--- src/rtl/arm_pkg.sv ---
`default_nettype none
// +----------------------------------------------------------------------+
// | Package     : arm_pkg                                                |
// | Description : ALU command codes, condition codes and status flag     |
// |               bit positions shared by EXE, ID and control logic.     |
// | Revision    : 1.0                                                    |
// +----------------------------------------------------------------------+
package arm_pkg;

   // ALU command codes
   localparam logic [3:0] ALU_MOV = 4'b0001;
   localparam logic [3:0] ALU_MVN = 4'b1001;
   localparam logic [3:0] ALU_ADD = 4'b0010;
   localparam logic [3:0] ALU_ADC = 4'b0011;
   localparam logic [3:0] ALU_SUB = 4'b0100;   // also CMP
   localparam logic [3:0] ALU_SBC = 4'b0101;
   localparam logic [3:0] ALU_AND = 4'b0110;   // also TST
   localparam logic [3:0] ALU_ORR = 4'b0111;
   localparam logic [3:0] ALU_EOR = 4'b1000;

   // Condition codes
   localparam logic [3:0] COND_EQ = 4'b0000;
   localparam logic [3:0] COND_NE = 4'b0001;
   localparam logic [3:0] COND_CS = 4'b0010;
   localparam logic [3:0] COND_CC = 4'b0011;
   localparam logic [3:0] COND_MI = 4'b0100;
   localparam logic [3:0] COND_PL = 4'b0101;
   localparam logic [3:0] COND_VS = 4'b0110;
   localparam logic [3:0] COND_VC = 4'b0111;
   localparam logic [3:0] COND_HI = 4'b1000;
   localparam logic [3:0] COND_LS = 4'b1001;
   localparam logic [3:0] COND_GE = 4'b1010;
   localparam logic [3:0] COND_LT = 4'b1011;
   localparam logic [3:0] COND_GT = 4'b1100;
   localparam logic [3:0] COND_LE = 4'b1101;
   localparam logic [3:0] COND_AL = 4'b1110;
   localparam logic [3:0] COND_NV = 4'b1111;

   // Flag bit positions inside the 4-bit status word {N,Z,C,V}
   localparam int FLAG_N = 3;
   localparam int FLAG_Z = 2;
   localparam int FLAG_C = 1;
   localparam int FLAG_V = 0;

   // True for commands that are allowed to update the flags
   function automatic logic is_flag_cmd(input logic [3:0] cmd);
      case (cmd)
         ALU_MOV, ALU_MVN, ALU_ADD, ALU_ADC, ALU_SUB,
         ALU_SBC, ALU_AND, ALU_ORR, ALU_EOR: is_flag_cmd = 1'b1;
         default:                            is_flag_cmd = 1'b0;
      endcase
   endfunction

endpackage
`default_nettype wire

--- src/rtl/exe_mem_stage_if.sv ---
`default_nettype none
// +----------------------------------------------------------------------+
// | Interface   : exe_mem_stage_if                                       |
// | Description : EXE-side inputs, hazard controls and EXE/MEM register  |
// |               outputs of the EXE/MEM stage.                          |
// | Revision    : 1.0                                                    |
// +----------------------------------------------------------------------+
interface exe_mem_stage_if #(
   parameter int DATA_W = 32,
   parameter int REG_AW = 4
);
   logic              exe_valid;
   logic [3:0]        alu_cmd;
   logic [DATA_W-1:0] val1;
   logic [DATA_W-1:0] val2;
   logic [DATA_W-1:0] alu_out;
   logic              s_bit;
   logic              wb_en;
   logic              mem_r;
   logic              mem_w;
   logic [REG_AW-1:0] dest;
   logic [DATA_W-1:0] st_val;
   logic              freeze;
   logic              flush;
   logic [3:0]        id_cond;

   logic [3:0]        status;
   logic              status_c;
   logic              cond_pass;
   logic              mem_valid;
   logic [DATA_W-1:0] mem_alu_res;
   logic [DATA_W-1:0] mem_st_val;
   logic [REG_AW-1:0] mem_dest;
   logic              mem_wb_en;
   logic              mem_mem_r;
   logic              mem_mem_w;

   // Upstream side: EXE stage, hazard unit and ID condition field
   modport master (
      output exe_valid, alu_cmd, val1, val2, alu_out, s_bit, wb_en, mem_r,
             mem_w, dest, st_val, freeze, flush, id_cond,
      input  status, status_c, cond_pass, mem_valid, mem_alu_res,
             mem_st_val, mem_dest, mem_wb_en, mem_mem_r, mem_mem_w
   );

   // Stage side
   modport slave (
      input  exe_valid, alu_cmd, val1, val2, alu_out, s_bit, wb_en, mem_r,
             mem_w, dest, st_val, freeze, flush, id_cond,
      output status, status_c, cond_pass, mem_valid, mem_alu_res,
             mem_st_val, mem_dest, mem_wb_en, mem_mem_r, mem_mem_w
   );
endinterface
`default_nettype wire

--- src/rtl/cond_check.sv ---
`default_nettype none
// +----------------------------------------------------------------------+
// | Module      : cond_check                                             |
// | Description : Evaluates a 4-bit condition field against {N,Z,C,V}.   |
// | Revision    : 1.0                                                    |
// +----------------------------------------------------------------------+
module cond_check
   import arm_pkg::*;
(
   input  logic [3:0] id_cond,
   input  logic [3:0] status,
   output logic       cond_pass
);
   logic w_n, w_z, w_c, w_v;

   assign w_n = status[FLAG_N];
   assign w_z = status[FLAG_Z];
   assign w_c = status[FLAG_C];
   assign w_v = status[FLAG_V];

   // Condition decode table
   always_comb begin
      cond_pass = 1'b0;
      case (id_cond)
         COND_EQ: cond_pass = w_z;
         COND_NE: cond_pass = ~w_z;
         COND_CS: cond_pass = w_c;
         COND_CC: cond_pass = ~w_c;
         COND_MI: cond_pass = w_n;
         COND_PL: cond_pass = ~w_n;
         COND_VS: cond_pass = w_v;
         COND_VC: cond_pass = ~w_v;
         COND_HI: cond_pass = w_c & ~w_z;
         COND_LS: cond_pass = ~w_c | w_z;
         COND_GE: cond_pass = (w_n == w_v);
         COND_LT: cond_pass = (w_n != w_v);
         COND_GT: cond_pass = ~w_z & (w_n == w_v);
         COND_LE: cond_pass = w_z | (w_n != w_v);
         COND_AL: cond_pass = 1'b1;
         COND_NV: cond_pass = 1'b0;
         default: cond_pass = 1'b0;
      endcase
   end
endmodule
`default_nettype wire

--- src/rtl/exe_mem_stage.sv ---
`default_nettype none
// +----------------------------------------------------------------------+
// | Module      : exe_mem_stage                                          |
// | Description : NZCV flag generation, status register, ID condition    |
// |               check and the EXE/MEM pipeline register.              |
// | Revision    : 1.0                                                    |
// +----------------------------------------------------------------------+
module exe_mem_stage
   import arm_pkg::*;
#(
   parameter int DATA_W = 32,
   parameter int REG_AW = 4
) (
   input  logic            clk,
   input  logic            rst_n,
   exe_mem_stage_if.slave  bus
);
   localparam int MSB = DATA_W - 1;

   logic [3:0]        r_status;
   logic              r_valid;
   logic [DATA_W-1:0] r_alu_res;
   logic [DATA_W-1:0] r_st_val;
   logic [REG_AW-1:0] r_dest;
   logic              r_wb_en;
   logic              r_mem_r;
   logic              r_mem_w;

   logic              w_cin;
   logic              w_bin;
   logic              w_add_c;
   logic              w_sub_c;
   logic [3:0]        w_flags;
   logic              w_status_we;

   assign w_cin = (bus.alu_cmd == ALU_ADC) & r_status[FLAG_C];
   assign w_bin = (bus.alu_cmd == ALU_SBC) & ~r_status[FLAG_C];

   // Carry out of val1+val2+cin; only the top bit of the widened sum matters
   assign w_add_c = ((({1'b0, bus.val1} + {1'b0, bus.val2}
                      + {{DATA_W{1'b0}}, w_cin}) >> DATA_W) != '0);
   // Carry for subtraction is the ARM not-borrow
   assign w_sub_c = ((({1'b0, bus.val1} - {1'b0, bus.val2}
                      - {{DATA_W{1'b0}}, w_bin}) >> DATA_W) == '0);

   // Next flag values; C and V pass through for logical/move commands
   always_comb begin
      w_flags         = r_status;
      w_flags[FLAG_N] = bus.alu_out[MSB];
      w_flags[FLAG_Z] = (bus.alu_out == '0);
      case (bus.alu_cmd)
         ALU_ADD, ALU_ADC: begin
            w_flags[FLAG_C] = w_add_c;
            w_flags[FLAG_V] = (bus.val1[MSB] == bus.val2[MSB])
                            & (bus.alu_out[MSB] != bus.val1[MSB]);
         end
         ALU_SUB, ALU_SBC: begin
            w_flags[FLAG_C] = w_sub_c;
            w_flags[FLAG_V] = (bus.val1[MSB] != bus.val2[MSB])
                            & (bus.alu_out[MSB] != bus.val1[MSB]);
         end
         default: ;
      endcase
   end

   assign w_status_we = bus.exe_valid & bus.s_bit & ~bus.flush & ~bus.freeze
                      & is_flag_cmd(bus.alu_cmd);

   // Architectural status register
   always_ff @(posedge clk or negedge rst_n) begin
      if (!rst_n) begin
         r_status <= 4'b0000;
      end else if (w_status_we) begin
         r_status <= w_flags;
      end
   end

   // EXE/MEM pipeline register; flush wins over freeze
   always_ff @(posedge clk or negedge rst_n) begin
      if (!rst_n) begin
         r_valid   <= 1'b0;
         r_alu_res <= '0;
         r_st_val  <= '0;
         r_dest    <= '0;
         r_wb_en   <= 1'b0;
         r_mem_r   <= 1'b0;
         r_mem_w   <= 1'b0;
      end else if (bus.flush) begin
         r_valid   <= 1'b0;
         r_alu_res <= '0;
         r_st_val  <= '0;
         r_dest    <= '0;
         r_wb_en   <= 1'b0;
         r_mem_r   <= 1'b0;
         r_mem_w   <= 1'b0;
      end else if (!bus.freeze) begin
         r_valid   <= bus.exe_valid;
         r_alu_res <= bus.alu_out;
         r_st_val  <= bus.st_val;
         r_dest    <= bus.dest;
         r_wb_en   <= bus.wb_en & bus.exe_valid;
         r_mem_r   <= bus.mem_r & bus.exe_valid;
         r_mem_w   <= bus.mem_w & bus.exe_valid;
      end
   end

   // ID sees the registered (pre-update) status, never this cycle's flags
   cond_check u_cond_check (
      .id_cond   (bus.id_cond),
      .status    (r_status),
      .cond_pass (bus.cond_pass)
   );

   assign bus.status      = r_status;
   assign bus.status_c    = r_status[FLAG_C];
   assign bus.mem_valid   = r_valid;
   assign bus.mem_alu_res = r_alu_res;
   assign bus.mem_st_val  = r_st_val;
   assign bus.mem_dest    = r_dest;
   assign bus.mem_wb_en   = r_wb_en;
   assign bus.mem_mem_r   = r_mem_r;
   assign bus.mem_mem_w   = r_mem_w;
endmodule
`default_nettype wire

--- src/flat_wrapper.sv ---
// flat-port wrapper written by rule: the top's interface ports become plain ports
module exe_mem_stage_flat import arm_pkg::*;
#(
   parameter int DATA_W = 32,
   parameter int REG_AW = 4
)
  (clk, rst_n, bus_exe_valid, bus_alu_cmd, bus_val1, bus_val2, bus_alu_out, bus_s_bit, bus_wb_en, bus_mem_r, bus_mem_w, bus_dest, bus_st_val, bus_freeze, bus_flush, bus_id_cond, bus_status, bus_status_c, bus_cond_pass, bus_mem_valid, bus_mem_alu_res, bus_mem_st_val, bus_mem_dest, bus_mem_wb_en, bus_mem_mem_r, bus_mem_mem_w);
  exe_mem_stage_if #(.DATA_W(DATA_W), .REG_AW(REG_AW)) bus_i ();
  input  logic clk;
  input  logic rst_n;
  input wire logic [$bits(bus_i.exe_valid)-1:0] bus_exe_valid;
  input wire logic [$bits(bus_i.alu_cmd)-1:0] bus_alu_cmd;
  input wire logic [$bits(bus_i.val1)-1:0] bus_val1;
  input wire logic [$bits(bus_i.val2)-1:0] bus_val2;
  input wire logic [$bits(bus_i.alu_out)-1:0] bus_alu_out;
  input wire logic [$bits(bus_i.s_bit)-1:0] bus_s_bit;
  input wire logic [$bits(bus_i.wb_en)-1:0] bus_wb_en;
  input wire logic [$bits(bus_i.mem_r)-1:0] bus_mem_r;
  input wire logic [$bits(bus_i.mem_w)-1:0] bus_mem_w;
  input wire logic [$bits(bus_i.dest)-1:0] bus_dest;
  input wire logic [$bits(bus_i.st_val)-1:0] bus_st_val;
  input wire logic [$bits(bus_i.freeze)-1:0] bus_freeze;
  input wire logic [$bits(bus_i.flush)-1:0] bus_flush;
  input wire logic [$bits(bus_i.id_cond)-1:0] bus_id_cond;
  output wire logic [$bits(bus_i.status)-1:0] bus_status;
  output wire logic [$bits(bus_i.status_c)-1:0] bus_status_c;
  output wire logic [$bits(bus_i.cond_pass)-1:0] bus_cond_pass;
  output wire logic [$bits(bus_i.mem_valid)-1:0] bus_mem_valid;
  output wire logic [$bits(bus_i.mem_alu_res)-1:0] bus_mem_alu_res;
  output wire logic [$bits(bus_i.mem_st_val)-1:0] bus_mem_st_val;
  output wire logic [$bits(bus_i.mem_dest)-1:0] bus_mem_dest;
  output wire logic [$bits(bus_i.mem_wb_en)-1:0] bus_mem_wb_en;
  output wire logic [$bits(bus_i.mem_mem_r)-1:0] bus_mem_mem_r;
  output wire logic [$bits(bus_i.mem_mem_w)-1:0] bus_mem_mem_w;
  assign bus_i.exe_valid = bus_exe_valid;
  assign bus_i.alu_cmd = bus_alu_cmd;
  assign bus_i.val1 = bus_val1;
  assign bus_i.val2 = bus_val2;
  assign bus_i.alu_out = bus_alu_out;
  assign bus_i.s_bit = bus_s_bit;
  assign bus_i.wb_en = bus_wb_en;
  assign bus_i.mem_r = bus_mem_r;
  assign bus_i.mem_w = bus_mem_w;
  assign bus_i.dest = bus_dest;
  assign bus_i.st_val = bus_st_val;
  assign bus_i.freeze = bus_freeze;
  assign bus_i.flush = bus_flush;
  assign bus_i.id_cond = bus_id_cond;
  assign bus_status = bus_i.status;
  assign bus_status_c = bus_i.status_c;
  assign bus_cond_pass = bus_i.cond_pass;
  assign bus_mem_valid = bus_i.mem_valid;
  assign bus_mem_alu_res = bus_i.mem_alu_res;
  assign bus_mem_st_val = bus_i.mem_st_val;
  assign bus_mem_dest = bus_i.mem_dest;
  assign bus_mem_wb_en = bus_i.mem_wb_en;
  assign bus_mem_mem_r = bus_i.mem_mem_r;
  assign bus_mem_mem_w = bus_i.mem_mem_w;
  exe_mem_stage #(.DATA_W(DATA_W), .REG_AW(REG_AW)) u_core (.clk(clk), .rst_n(rst_n), .bus(bus_i));
endmodule
--- config.mk ---
export PLATFORM = sky130hd
export DESIGN_NAME = exe_mem_stage_flat
export DESIGN_NICKNAME = d
export VERILOG_FILES = /design/src/rtl/arm_pkg.sv /design/src/rtl/exe_mem_stage_if.sv /design/src/rtl/cond_check.sv /design/src/rtl/exe_mem_stage.sv /design/src/flat_wrapper.sv
export SDC_FILE = /design/constraint.sdc
export NUM_CORES = 1
export LEC_CHECK = 0
export ABC_AREA = 1
export CORE_MARGIN = 4
export CORE_UTILIZATION = 40
export CTS_CLUSTER_DIAMETER = 40
export CTS_CLUSTER_SIZE = 14
export DETAILED_ROUTE_END_ITERATION = 12
export GPL_TIMING_DRIVEN = 0
export PLACE_DENSITY = 0.79
export SYNTH_ARGS = -nofsm -noshare
export SYNTH_HDL_FRONTEND = slang
export SYNTH_HIERARCHICAL = 1
export SYNTH_SLANG_ARGS = --single-unit
--- constraint.sdc ---
create_clock -name clk -period 2.05 [get_ports clk]
set_input_delay 0.205 -clock clk [delete_from_list [all_inputs] [get_ports clk]]
set_output_delay 0.205 -clock clk [all_outputs]
set_load 0.01 [all_outputs]
# After elaboration in Yosys (flattened, before gate mapping)
# Memory sizes are Yosys's and may differ from the RTL's.
# Cells that the tools add are included.
# totals
register_bits	76
mem_bits_ro	16
inputBits	149
mem_count	1
# classes
add_sub_neg	4
eq_ne	25
n_mux	16
bitwise_logic	21
reduce_logical	7
# mem_list
name	words	width	rd	rd_ports_with_merged_regs	wr	line_no	rtl
(name not given)	16	1	1	0	0	arm_pkg.sv:47	case (cmd)
# ops
cell	count
2-to-1 mux 32 bit	4
adder 32 x 32 -> 33 bit	1
adder 33 x 1 -> 33 bit	1
zero test 33 bit	1
subtractor 32 x 32 -> 33 bit	1
subtractor 33 x 1 -> 33 bit	1
equality test 4 bit, second input constant	8
zero test 32 bit	1
equality test 4 x 3 -> 1 bit, second input constant	6
equality test 4 x 2 -> 1 bit, second input constant	4
case mux 1 bit (16 select lines)	1
bitwise AND 1 bit	13
2-to-1 mux 1 bit	8
2-to-1 mux 4 bit	2
inverter 1 bit	6
equality test 4 x 1 -> 1 bit, second input constant	1
zero test 4 bit	1
case mux 2 bit (2 select lines)	1
OR reduction 2 bit	2
inequality test 1 bit	3
equality test 1 bit	2
inequality test 2 x 1 -> 1 bit, second input constant	1
OR 1 bit	2
AND reduction 2 bit	1
nonzero test 2 bit	1

# Longest topological paths before layout
# depth
word_depth	5
ltp_mapped	19

# By module
# The synthesis kept the hierarchy.
# by_module_without_submodules
module	n_inst	cells_per_inst	area_per_inst_um2	seq_area_each_um2
exe_mem_stage	1	670	5243.8	1901.8
cond_check	1	45	205.2	0.0

# Worst setup path after synthesis
# Ideal clock, no wire load.
# synth_path
kind	input-to-reg
from	input port bus_alu_cmd[1]
to	register u_core.r_status[1] (netlist: u_core/bus.status[1])
setup_ns	0.116
t_arrival_ns	2.059
required_ns	1.934
slack_ns	-0.125
stages	17
n_path_buf	0
cell_sequence	nor3_1 nand2_1 ha_1 a21o_1 ha_1 nand2_1 a31oi_1 o21ai_0 nand2_1 nand2_1 nand2_1 nand2_1 nand3b_1 nand3_1 nand2_1 nand2_1 nand2_1
# synth_between
elab_chain_len	5
elab_cells_between_ends	16
# synth_lines
element	line_no	rtl
start: declaration	flat_wrapper.sv:12	input wire logic [$bits(bus_i.alu_cmd)-1:0] bus_alu_cmd;
equality test 4 x 3 -> 1 bit	exe_mem_stage.sv:37, exe_mem_stage.sv:51	
bitwise AND 1 bit	exe_mem_stage.sv:37	assign w_bin = (bus.alu_cmd == ALU_SBC) & ~r_status[FLAG_C];
subtractor 33 x 1 -> 33 bit	exe_mem_stage.sv:44	- {{DATA_W{1'b0}}, w_bin}) >> DATA_W) == '0);
zero test 33 bit	exe_mem_stage.sv:43	assign w_sub_c = ((({1'b0, bus.val1} - {1'b0, bus.val2}
case mux 2 bit (2 select lines)	exe_mem_stage.sv:51	case (bus.alu_cmd)
end signal: assignment	exe_mem_stage.sv:74	r_status <= w_flags;
end: declaration	exe_mem_stage.sv:20	logic [3:0] r_status;
# Parallel ways exist; a longest one is shown, timed or not.
# A chain may end at the register's enable or synchronous reset.

# Worst setup path in the final report
# layout_path
from	register u_core.r_status[1] (netlist: u_core/bus.status[1])
to	register u_core.r_status[1] (netlist: u_core/bus.status[1])
# layout_between
elab_chain_len	5
elab_cells_between_ends	7
# layout_lines
element	line_no
inverter 1 bit	exe_mem_stage.sv:37
bitwise AND 1 bit	exe_mem_stage.sv:37
subtractor 33 x 1 -> 33 bit	exe_mem_stage.sv:44
zero test 33 bit	exe_mem_stage.sv:43
case mux 2 bit (2 select lines) (*)	exe_mem_stage.sv:51
# Every way passes the cells marked *; elsewhere a longest branch is shown, timed or not.

==> metrics.md <==
| Metric | Value |
|---|---|
| Clk_skew | 0 ps |
| Filler cells | around 1,200 |
| Drt first-iter violations | 207 |
| Via/cell ratio | 4.829 |
| WL final | roughly 17,000 um |
| Period utilization | 1.083 |
| Critical path arrival | 2440 ps |
| Worst-path clk slew | 60 ps |
| Post-Synth XOR/XNOR Area | 0.001607 |
| PD cells | 563.4 nW/um^2 |
| Area taken by multi-input logic gates | a little over 3000 um^2 |
| Async set or reset register ratio after synthesis | 1.000 |
| Simple-gate area share of the yosys netlist | 0.2742 |
| Critical path class | reg2reg |
| Max-Cap Viols | 0 |
| Post-Synth Adder-Cell Area | 0.2135 |
| Total power | about 4.7 mW |
| Synth top cells by count | nand2_1, inv_1, ha_1, nand3_1, dfrtp_1 |
| FF+latch area | ~1900 um^2 |
| Place WS | -823.6 ps |
| CTS Sinks | 76 |
| Sequential area share after synthesis | 0.3490 |
| Final setup vio count | 1 |
| HP Start | bus_freeze |
| Worst Tran Pin Value | 466.3 ps |
| Layout area overhead | 53.18% |
| Yosys cell types | 31 |
| Initial core utilization | 0.4098 |
| Core ar. | 13,300 um^2 |
| Leak pwr | ~4.3 nW |
| Clock Tree Buf Depth | 2 |
| Flop-to-flop setup slack | -170 ps |
| R2r endpoint | u_core/bus.status[1] |
| Die Span X | roughly 120 um |
| Cell depth of the worst hold path | 3 |
| Die ar. | ~16,000 um^2 |
| Global route total overflow | 0 |
| DP HPWL | 13,310 um |
| Ratio of cells with drive above 1 in the final layout | 0.04158 |
| Top-count cell post-synth | nand2_1 |
| Setup crit end kind | flip-flop |
| H-tree Lvls | 3 |
| Final Hold Viols | 0 |
| Ant diodes | 0 |
| Worst-path fanout max | 2 |
| DR WL/cell | 14.57 um |
| R2R Path Start | u_core/bus.status[1] |
| GP Congestion | approximately 0.85 |
| RSZ-0062 raised after global routing | true |
| Worst VDD drop | 0.0005599 V |
| First-pass GRT wire length | 27,010 um |
| Worst setup SP type | flip-flop |
| Largest net degree at the start of global routing | 59 |
| Synth Net Count | roughly 960 |
| Setup WS post-layout | -170.8 ps |
| EDFF count, synth | 0 |
| Drt first pass iters | 5 |
| Final net count | 1,199 |
| Post-route ant nets | 0 |
| Critical Path RT | about 2300 ps |
| I/O pin cnt | around 230 |
| Die outline height | 124.7 um |
| Vias in the first global route | approximately 5,600 |
| Final Util | 0.6278 |
| Area post-placement | 7953 um^2 |
| Status | complete, but fails checks |
| Mux cell area share after synthesis | 0 |
| Syn Inst Count | 715 |
| Residual DRC | 0 |
| Synth area leaders | dfrtp_1, ha_1, nand2_1 |
| Flops & latches, synth | 76 |
| Worst reg-to-reg path cell count | 17 |
| # rows | 42 |
| Compound-gate portion of the synthesized area | 0.06108 |
| Clk_lat worst skew | approximately 330 ps |
| Cell type with the largest total area after synthesis | dfrtp_1 |
| Final slew viol count | 0 |
| Share of the synthesized area in the top cell type | 0.3490 |
| Total track usage | 0.2108 |
| Yosys warning count | 6 |
| Cell area after synthesis | between 5000 and 6000 um^2 |
| Total number of vias | 5,495 |
| Clk root buf | clkbuf_16 |
| Fmax achieved | around 450 MHz |
| Main synth FF type | dfrtp_1 |
| Worst Hold Class | in2reg |
| Setup TNS | -170.8 ps |
| I/O Buffers | 225 |
| Slew HR | 0.6891 |
| Min Tclk post-route | 2221 ps |
| CTS tree | done |
| Syn Area/Cell | between 7 and 8 um^2 |
| WHS Endpoint | u_core/bus.mem_st_val[11] |
| Largest family of logic cells by synthesized area | simple AND/OR/NAND/NOR gates |
| Final instance area | around 8300 um^2 |
| Total CTS buffers | 9 |
| Initial antenna violation count | 0 |
| Failing checks | negative setup slack |
## area by class of cell
cell class	count	area share
Clock buffer	13	0.03118
Buffer	23	0.01169
Inverter	120	0.05396
Multi-Input combinational cell	496	0.3631
Sequential cell	76	0.2282
Clock inverter	3	0.008245
Tap cell	176	0.02638
Timing Repair Buffer	231	0.2773
## worst max-delay path by stage
| stage | startpoint | to | slack (ps) | cells after the start |
|---|---|---|---|---|
| 2_1_floorplan | u_core/bus.status[1] | u_core/bus.status[1] | -40 | 17 |
| 3_5_place_dp | bus_alu_cmd[2] | u_core/bus.status[1] | -820 | 19 |
| 3_3_place_gp | rst_n | u_core/bus.status[1] | -2270 | 1 |
| 4_1_cts | u_core/bus.status[1] | u_core/bus.status[1] | -170 | 17 |
| 5_1_grt | u_core/bus.status[1] | u_core/bus.status[1] | -350 | 18 |
| 6_report | u_core/bus.status[1] | u_core/bus.status[1] | -170 | 17 |
## registers in the layout, summed over array words and instances, names as in the netlist
signal	flops
u_core/bus.mem_mem_r	1
u_core/bus.mem_mem_w	1
u_core/bus.mem_dest	4
u_core/bus.mem_alu_res	32
u_core/bus.status	4
u_core/bus.mem_valid	1
u_core/bus.mem_st_val	32
u_core/bus.mem_wb_en	1
## cells in the final DEF, fill, tap and decap left out, types with 7 or more instances in the layout
master / instances
clkdlybuf4s50_1: 218
nand2_1: 207
inv_1: 116
ha_1: 93
nand3_1: 89
dfrtp_1: 74
a21oi_1: 31
clkbuf_1: 23
nor2_1: 21
nor4_1: 11
clkbuf_16: 9
o21ai_0: 7
## stage by stage
step                cells  hold slack, ps
floorplan             715          -90.59
global placement     1116           492.2
detailed placement   1117           109.1
CTS                  1138           178.4
global route         1138           198.1
finish               1138           186.2
## what timing repair did
action,in CTS,in global routing
pin swaps,3,0
setup buffers,4,0
hold buffers,1,0
hold endpoints to repair,18,0
endpoints found under the setup margin,2,1
gates resized for setup,11,3
## kinds of logic (layout without fill, tap and decap cells)
family                   Yosys count  after routing
AO/OA/AOI/OAI                     57             57
buffers and inverters            143            390
XOR/XNOR                           1              1
adder cells (fa/ha/maj)           93             93
flip-flops                        76             76
AND/OR/NAND/NOR                  345            345
## report_power, final
group	total [mW]	switching, mW	internal [mW]
Sequential	1.65	0.0581	1.59
Combinational	1.31	0.630	0.681
Clock	1.74	0.607	1.14
## routing by layer
| metal | GRT usage | up-vias | wire (um) |
|---|---|---|---|
| met5 | 0 | - | 0 |
| met4 | 0.05867 | 0 | 253 |
| met3 | 0.08276 | 23 | 1622 |
| met2 | 0.3677 | 187 | 8032 |
| met1 | 0.2392 | 2508 | 6672 |
| li1 | - | 2777 | - |
## worst max-delay path: stages, from the launching register on
cell and delay [ps]:
dfrtp_2 400, nor2_1 90, nand2_1 60, ha_1 280
a21o_1 160, ha_1 260, nand2_1 60, a31oi_1 70
o21ai_1 140, nand2_1 60, nand2_1 70, nand2_2 60
nand2_2 70, nand3b_1 80, nand3_1 90, nand2_1 70
nand2_1 60, nand2_1 50
(Power assumes the default switching activity.)
